===== config.mk =====
export PLATFORM = sky130hd
export DESIGN_NAME = timer_ctrl
export DESIGN_NICKNAME = d
export VERILOG_FILES = /design/src/rtl/timer_pkg.sv /design/src/rtl/wrap_counter.sv /design/src/rtl/timer_ctrl.sv
export SDC_FILE = /design/constraint.sdc
export NUM_CORES = 1
export LEC_CHECK = 0
export CORE_MARGIN = 2
export CORE_UTILIZATION = 40
export CTS_BUF_LIST = sky130_fd_sc_hd__clkbuf_4
export DETAILED_ROUTE_END_ITERATION = 7
export GPL_TIMING_DRIVEN = 0
export MAX_ROUTING_LAYER = met4
export PLACE_DENSITY = 0.61
export SYNTH_ARGS = -nofsm -noshare
export SYNTH_HDL_FRONTEND = slang
export SYNTH_SLANG_ARGS = --single-unit

===== constraint.sdc =====
create_clock -name clk -period 2.9 [get_ports clk]
set_input_delay 0.58 -clock clk [delete_from_list [all_inputs] [get_ports clk]]
set_output_delay 0.58 -clock clk [all_outputs]
set_load 0.02 [all_outputs]

===== src/rtl/timer_pkg.sv =====
// Shared types and default sizes for the timer sequencer and its counter.
package timer_pkg;

  localparam int unsigned DefWidth = 3;
  localparam int unsigned DefRepW  = 4;

  typedef enum logic [1:0] {
    IDLE  = 2'd0,
    ARMED = 2'd1,
    RUN   = 2'd2,
    DONE  = 2'd3
  } tmr_state_e;

endpackage


===== src/rtl/wrap_counter.sv =====
// Up-counter that wraps to zero after reaching a programmable terminal value.
module wrap_counter #(
  parameter int unsigned WIDTH = 3
) (
  input  logic             clk,
  input  logic             rst,
  input  logic             en,
  input  logic             clr,
  input  logic [WIDTH-1:0] limit,
  output logic [WIDTH-1:0] count,
  output logic             at_limit
);

  logic [WIDTH-1:0] count_q;

  assign count    = count_q;
  assign at_limit = (count_q == limit);

  // Count state: clear wins over enable; wrap on the cycle the limit is held.
  always_ff @(posedge clk) begin
    if (rst) begin
      count_q <= '0;
    end else if (clr) begin
      count_q <= '0;
    end else if (en) begin
      count_q <= at_limit ? '0 : count_q + WIDTH'(1);
    end
  end

endmodule


===== src/rtl/timer_ctrl.sv =====
// Sequencer that accepts a period/repetition config, then runs, stops and
// completes a wrap counter, flagging each wrap and the end of the program.
module timer_ctrl
  import timer_pkg::*;
#(
  parameter int unsigned WIDTH = DefWidth,
  parameter int unsigned REP_W = DefRepW
) (
  input  logic             clk,
  input  logic             rst,
  input  logic             cfg_valid,
  output logic             cfg_ready,
  input  logic [WIDTH-1:0] cfg_limit,
  input  logic [REP_W-1:0] cfg_reps,
  input  logic             start,
  input  logic             stop,
  output logic [WIDTH-1:0] count,
  output logic             tick,
  output logic             busy,
  output logic             done
);

  tmr_state_e       state_q;
  logic [WIDTH-1:0] limit_q;
  logic [REP_W-1:0] reps_q;
  logic [REP_W-1:0] rep_q;
  logic [REP_W-1:0] rep_inc;
  logic             at_limit;
  logic             cnt_en;
  logic             cnt_clr;
  logic             last_rep;

  // The counter only moves in RUN and sits at zero in every other state, so
  // entering RUN always starts from zero and a stop returns it to zero.
  assign cnt_en  = (state_q == RUN);
  assign cnt_clr = (state_q != RUN) || stop;

  assign rep_inc  = rep_q + REP_W'(1);
  assign last_rep = (reps_q != '0) && (rep_inc == reps_q);

  wrap_counter #(
    .WIDTH(WIDTH)
  ) u_counter (
    .clk      (clk),
    .rst      (rst),
    .en       (cnt_en),
    .clr      (cnt_clr),
    .limit    (limit_q),
    .count    (count),
    .at_limit (at_limit)
  );

  // Outputs decoded straight from the registered state.
  assign cfg_ready = (state_q == IDLE);
  assign busy      = (state_q == RUN);
  assign done      = (state_q == DONE);
  assign tick      = (state_q == RUN) && at_limit;

  // Control FSM with config and repetition registers.
  always_ff @(posedge clk) begin
    if (rst) begin
      state_q <= IDLE;
      limit_q <= '0;
      reps_q  <= '0;
      rep_q   <= '0;
    end else begin
      unique case (state_q)
        IDLE: begin
          if (cfg_valid) begin
            limit_q <= cfg_limit;
            reps_q  <= cfg_reps;
            state_q <= ARMED;
          end
        end
        ARMED: begin
          if (stop) begin
            state_q <= IDLE;
          end else if (start) begin
            rep_q   <= '0;
            state_q <= RUN;
          end
        end
        RUN: begin
          if (stop) begin
            state_q <= IDLE;
          end else if (at_limit && (reps_q != '0)) begin
            // Free-running mode leaves the rep counter alone so it never wraps.
            if (last_rep) begin
              rep_q   <= '0;
              state_q <= DONE;
            end else begin
              rep_q <= rep_inc;
            end
          end
        end
        DONE: begin
          state_q <= ARMED;
        end
        default: begin
          state_q <= IDLE;
        end
      endcase
    end
  end

endmodule

Yosys cells after proc, flatten, opt, wreduce, memory -nomap -nowiden --
Cells that the tools add are included.
Word-level totals: output and inout port bits 7, register bits after elaboration 16, input bits 12, logic and storage cells 46
Operators by class: muxes and demuxes 14, $add $sub $neg 2, equal/unequal tests 14, reduce and logical (&&, ||, !) cells 11
Operators by type and width (count):
- two-way mux 4 bit | 5
- two-way mux 2 bit | 6
- inequality test 2 bit (second input constant) | 5
- case mux 2 bit (4 select lines) | 1
- case mux 4 bit (2 select lines) | 1
- inequality test 3 x 2 -> 1 bit (second input constant) | 2
- AND reduction 5 bit | 1
- adder 4 x 1 -> 4 bit (second input constant) | 1
- == test 2 bit (second input constant) | 2
- == test 4 bit | 1
- AND reduction 4 bit | 1
- nonzero test 4 bit | 1
- adder 3 x 1 -> 3 bit (second input constant) | 1
- == test 3 bit | 1
- logical AND 1 bit | 3
- two-way mux 3 bit | 1
- inequality test 3 bit (second input constant) | 1
- == test 2 x 1 -> 1 bit (second input constant) | 1
- zero test 2 bit | 1
- inequality test 2 x 1 -> 1 bit (second input constant) | 1
- AND reduction 2 bit | 1
- nonzero test 2 bit | 1
- OR reduction 2 bit | 1
- logical OR 1 bit | 1

Longest topological paths before layout --
depth in word-level cells 7, gate-level depth with buffers 8

Modules after synthesis --
A second synthesis with hierarchy kept.
Second synthesis, totals: cells, all modules 113, area total of the unflattened synthesis 948.4 µm²
By module, submodules not included:
- timer_ctrl | times used 1, cells each 92, seq. area each 260.2 µm², area each 762.0 µm²
- wrap_counter | times used 1, cells each 21, seq. area each 60.1 µm², area each 186.4 µm²

Least setup slack after synthesis --
OpenSTA, ideal clock, no wires.
kind flip-flop to flip-flop, start register state_q[0], end register state_q[1], required time 2.814 ns, cell stages (with the launch flop) 9, library setup time 0.086 ns, setup slack 1.143 ns, clock period less this slack 1.757 ns, buffers on the path 1, arrival time 1.672 ns, cells stage by stage dfxtp_1 > inv_1 > ha_1 > buf_2 > inv_1 > o22ai_1 > o21ai_0 > o21a_1 > a211oi_1
On the way: word-level cells in the longest chain between the ends 3, elaborated cells on any way between the ends 10, classes of those cells eq/ne (7); mux (1); reduce/logical (2)
Ends and longest elaborated chain:
- start, declared | RTL line timer_ctrl.sv:23 | tmr_state_e state_q;
- start signal, assigned | RTL line timer_ctrl.sv:62 | state_q <= IDLE;
- start signal, assigned | RTL line timer_ctrl.sv:72 | state_q <= ARMED;
- start signal, assigned | RTL line timer_ctrl.sv:77 | state_q <= IDLE;
- zero test 2 bit (*)
- named net cfg_ready | RTL line timer_ctrl.sv:12 | output logic cfg_ready,
- inequality test 2 bit (no line)
- AND reduction 4 bit (no line)
Mark *: on every way through the listed nets, which the timed path passes. The rest lies on a longest branch. A chain may end at the register's enable or synchronous reset.

Worst setup path in the final report --
start register state_q[0], end output port tick
On the way: word-level cells in the longest chain between the ends 2
Ends and longest elaborated chain:
- == test 2 bit | RTL line timer_ctrl.sv:57 | assign tick = (state_q == RUN) && at_limit;
- logical AND 1 bit | RTL line timer_ctrl.sv:57
- end, declared | RTL line timer_ctrl.sv:18 | output logic tick,
Every way passes these cells.

==> metrics <==
status completed; GRT Overall Usage 0.180; crit start category register; register area share after synthesis 0.325; first-pass GRT wire length 3680 um; Psw 0.000174 W; dominant register cell in the synthesized netlist dfxtp_1; initial antenna violation count 0; Comb power frac 0.308; clock share of power 0.229; period utilisation layout 0.856; Slew headroom 0.662; largest cells by area after synthesis dfxtp_1, ha_1, nand2_1, xnor2_2, nand3_1; clk sinks 16; # resized after CTS 0; Yosys cell types 36; leading cell type in the layout, fill and taps excluded clkdlybuf4s50_1; Worst-Margin Slew 500 ps; clk_lat worst skew 290 ps; Setup TNS 0 ps; layout cells sized above 1 0.0916; WS Path Type reg -> out; Synth Area in Compound Gates 0.145; adder-cell share of the synthesized area 0.0762; Avg WL per Cell 13.0 um; final clock skew 5.18 ps; remaining global-route overflow 0; Fin. Hold Viols 0; Via density 5.32; # IOs 19; fillers 223; Max Slew Vio Count 0; Synth Area per Inst 8.95 sq um; most used cells in the layout excluding fill and tap cells clkdlybuf4s50_1, dfxtp_1, nand2_1; hold crit path type reg -> reg; initial core utilization 0.433; endpoint class of the critical path output port; post-route ant nets 0; CTS tree yes; Pwr Total 0.000532 W; M1 GR Usage 0.238; hold path start reps_q[0]; GR Util met2 0.282; slowest CP cell clkdlybuf4s50_1; number of global-route vias before repair 810; min cycle time layout 2480 ps; switch share 0.327; Post-layout nets 150; Cell Area, Synth 985 sq um; Global Route met3 Usage 0.0333; WP data arrival 1900 ps; register clock-pin slew on the reported worst setup and hold paths 100 ps; Max Fclk 403 MHz; H-tree depth 1; RSZ-0062 raised after global routing false; Buf/Inv on CP 2; crit-path cells inv_1, ha_1, and2_1, clkdlybuf4s50_1; Power Internal 0.000358 W; flop-to-flop setup slack 1010 ps; total CTS buffers 3; drt pass-1 iters 4; largest net degree at the start of global routing 11; maxcap violations 0; hold depth 2; Core Area 2280 sq um; DR vias 846; number of synthesized flops with an enable pin 0; Yosys top cell by area dfxtp_1; R2R depth 7; ant diodes 0; Syn Inst Count 110; Post-DP HPWL 1630 um; input/output buffers 17; final wirelength 2070 um; post-synthesis sequential element count 16; worst r2r src state_q[0]; simple-gate area share of the yosys netlist 0.307; Crit path required time 2320 ps; Leak 0.437 nW; Reg power frac 0.463; area delta synth->final 23.5%; Setup Buffers After CTS 0; xor/xnor share of the synthesized area 0.118; drt initial violations 14; hold buffer count at CTS 0; Max clock buf depth 2; busiest layer in global routing met2; Die Ht 53.6 um; Crit Path Max Fanout 9; async set-reset flop share out of synthesis 0; Ys Warns 0; mux contribution to synthesized area 0; pwr dens 437 nW/um^2; root buffer cell clkbuf_4; top cell type's share of synthesized area 0.325; syn_nets 128; Worst path top cell family by delay buffers and inverters; Reg-to-Reg End rep_q[2]; Die Area 2870 sq um; Die X 53.6 um; Setup-failing EPs final 0; Worst Hold Path EP reps_q[0]; global placement routability congestion 0.789; largest family of logic cells by synthesized area simple AND/OR/NAND/NOR gates; row count 17; # DRC 0; maximum vdd drop 0.369 mV; CP max stage delay 590 ps
synthesized netlist by cell type (2+ instances only):
master and instances:
nand3_1 9, inv_1 4, dfxtp_1 16, nor4b_1 2
ha_1 6, nor3_1 2, o21ai_0 2, xnor2_1 4
a21oi_1 8, nor2b_1 2, nand2b_1 3, nor2_1 9
nand2_1 14, xnor2_2 3, a22oi_1 3, clkbuf_1 2
a211oi_1 2
power by group through the flow:
stage | combinational, W | clock, W | sequential [W]
6_report | 0.000164 | 0.000122 | 0.000246
5_1_grt | 0.000184 | 0.000132 | 0.000249
4_1_cts | 0.000165 | 0.000126 | 0.000246
3_5_place_dp | 0.000165 | 0 | 0.000251
3_3_place_gp | 0.000162 | 0 | 0.000251
2_1_floorplan | 0.000117 | 0 | 0.000248
flip-flops by register name (all words and copies together), names as in the netlist:
register	flops
limit_q	3
u_counter.count	3
rep_q	4
state_q	2
reps_q	4
metal layers:
layer  vias to the layer above  share of wire
met5                         -              0
met4                         0         0.0077
met3                         2          0.027
met2                        11           0.48
met1                       390           0.49
li1                        443              -
logic make-up (layout without fill, tap and decap cells):
kind of cell / count (synthesis) / in the layout
simple gates: 51 / 51
compound gates: 21 / 21
flops: 16 / 16
xor+xnor: 9 / 9
buf+inv: 7 / 28
fa+ha+maj: 6 / 6
how the worst max path moves through the flow:
| stage | startpoint | depth (start not counted) | slack, ps | to |
|---|---|---|---|---|
| after floorplan | state_q[0] | 8 | 1140 | state_q[1] |
| after global placement | state_q[0] | 4 | 740 | tick |
| after detailed placement | state_q[0] | 4 | 730 | tick |
| after CTS | state_q[0] | 4 | 390 | tick |
| after global routing | state_q[0] | 4 | 300 | tick |
| final | state_q[0] | 4 | 420 | tick |
final cells by class:
type	count	area [sq um]	area share
Buffer	3	12.5	0.0103
Clock buffer	3	22.5	0.0185
Clock inverter	1	3.75	0.00309
Inverter	4	15.0	0.0123
Multi-Input combinational cell	87	637	0.524
Sequential cell	16	320	0.263
Tap cell	28	35.0	0.0288
Timing Repair Buffer	17	170	0.140
metrics by stage:
stage	setup slack (ps)	cell area, sq um	cells	util	hold slack (ps)
3_5_place_dp	726	1190	155	0.523	486
4_1_cts	390	1220	159	0.534	502
5_1_grt	303	1220	159	0.534	533
6_report	417	1220	159	0.534	503
3_3_place_gp	739	1190	155	0.523	479
2_1_floorplan	1140	985	110	-	463
tightest hold or removal path: stages, from the launching register on:
cell     delay [ps]
dfxtp_1         340
nand2_1          60
a21oi_1          50
Power figures use the tool's default switching activity.
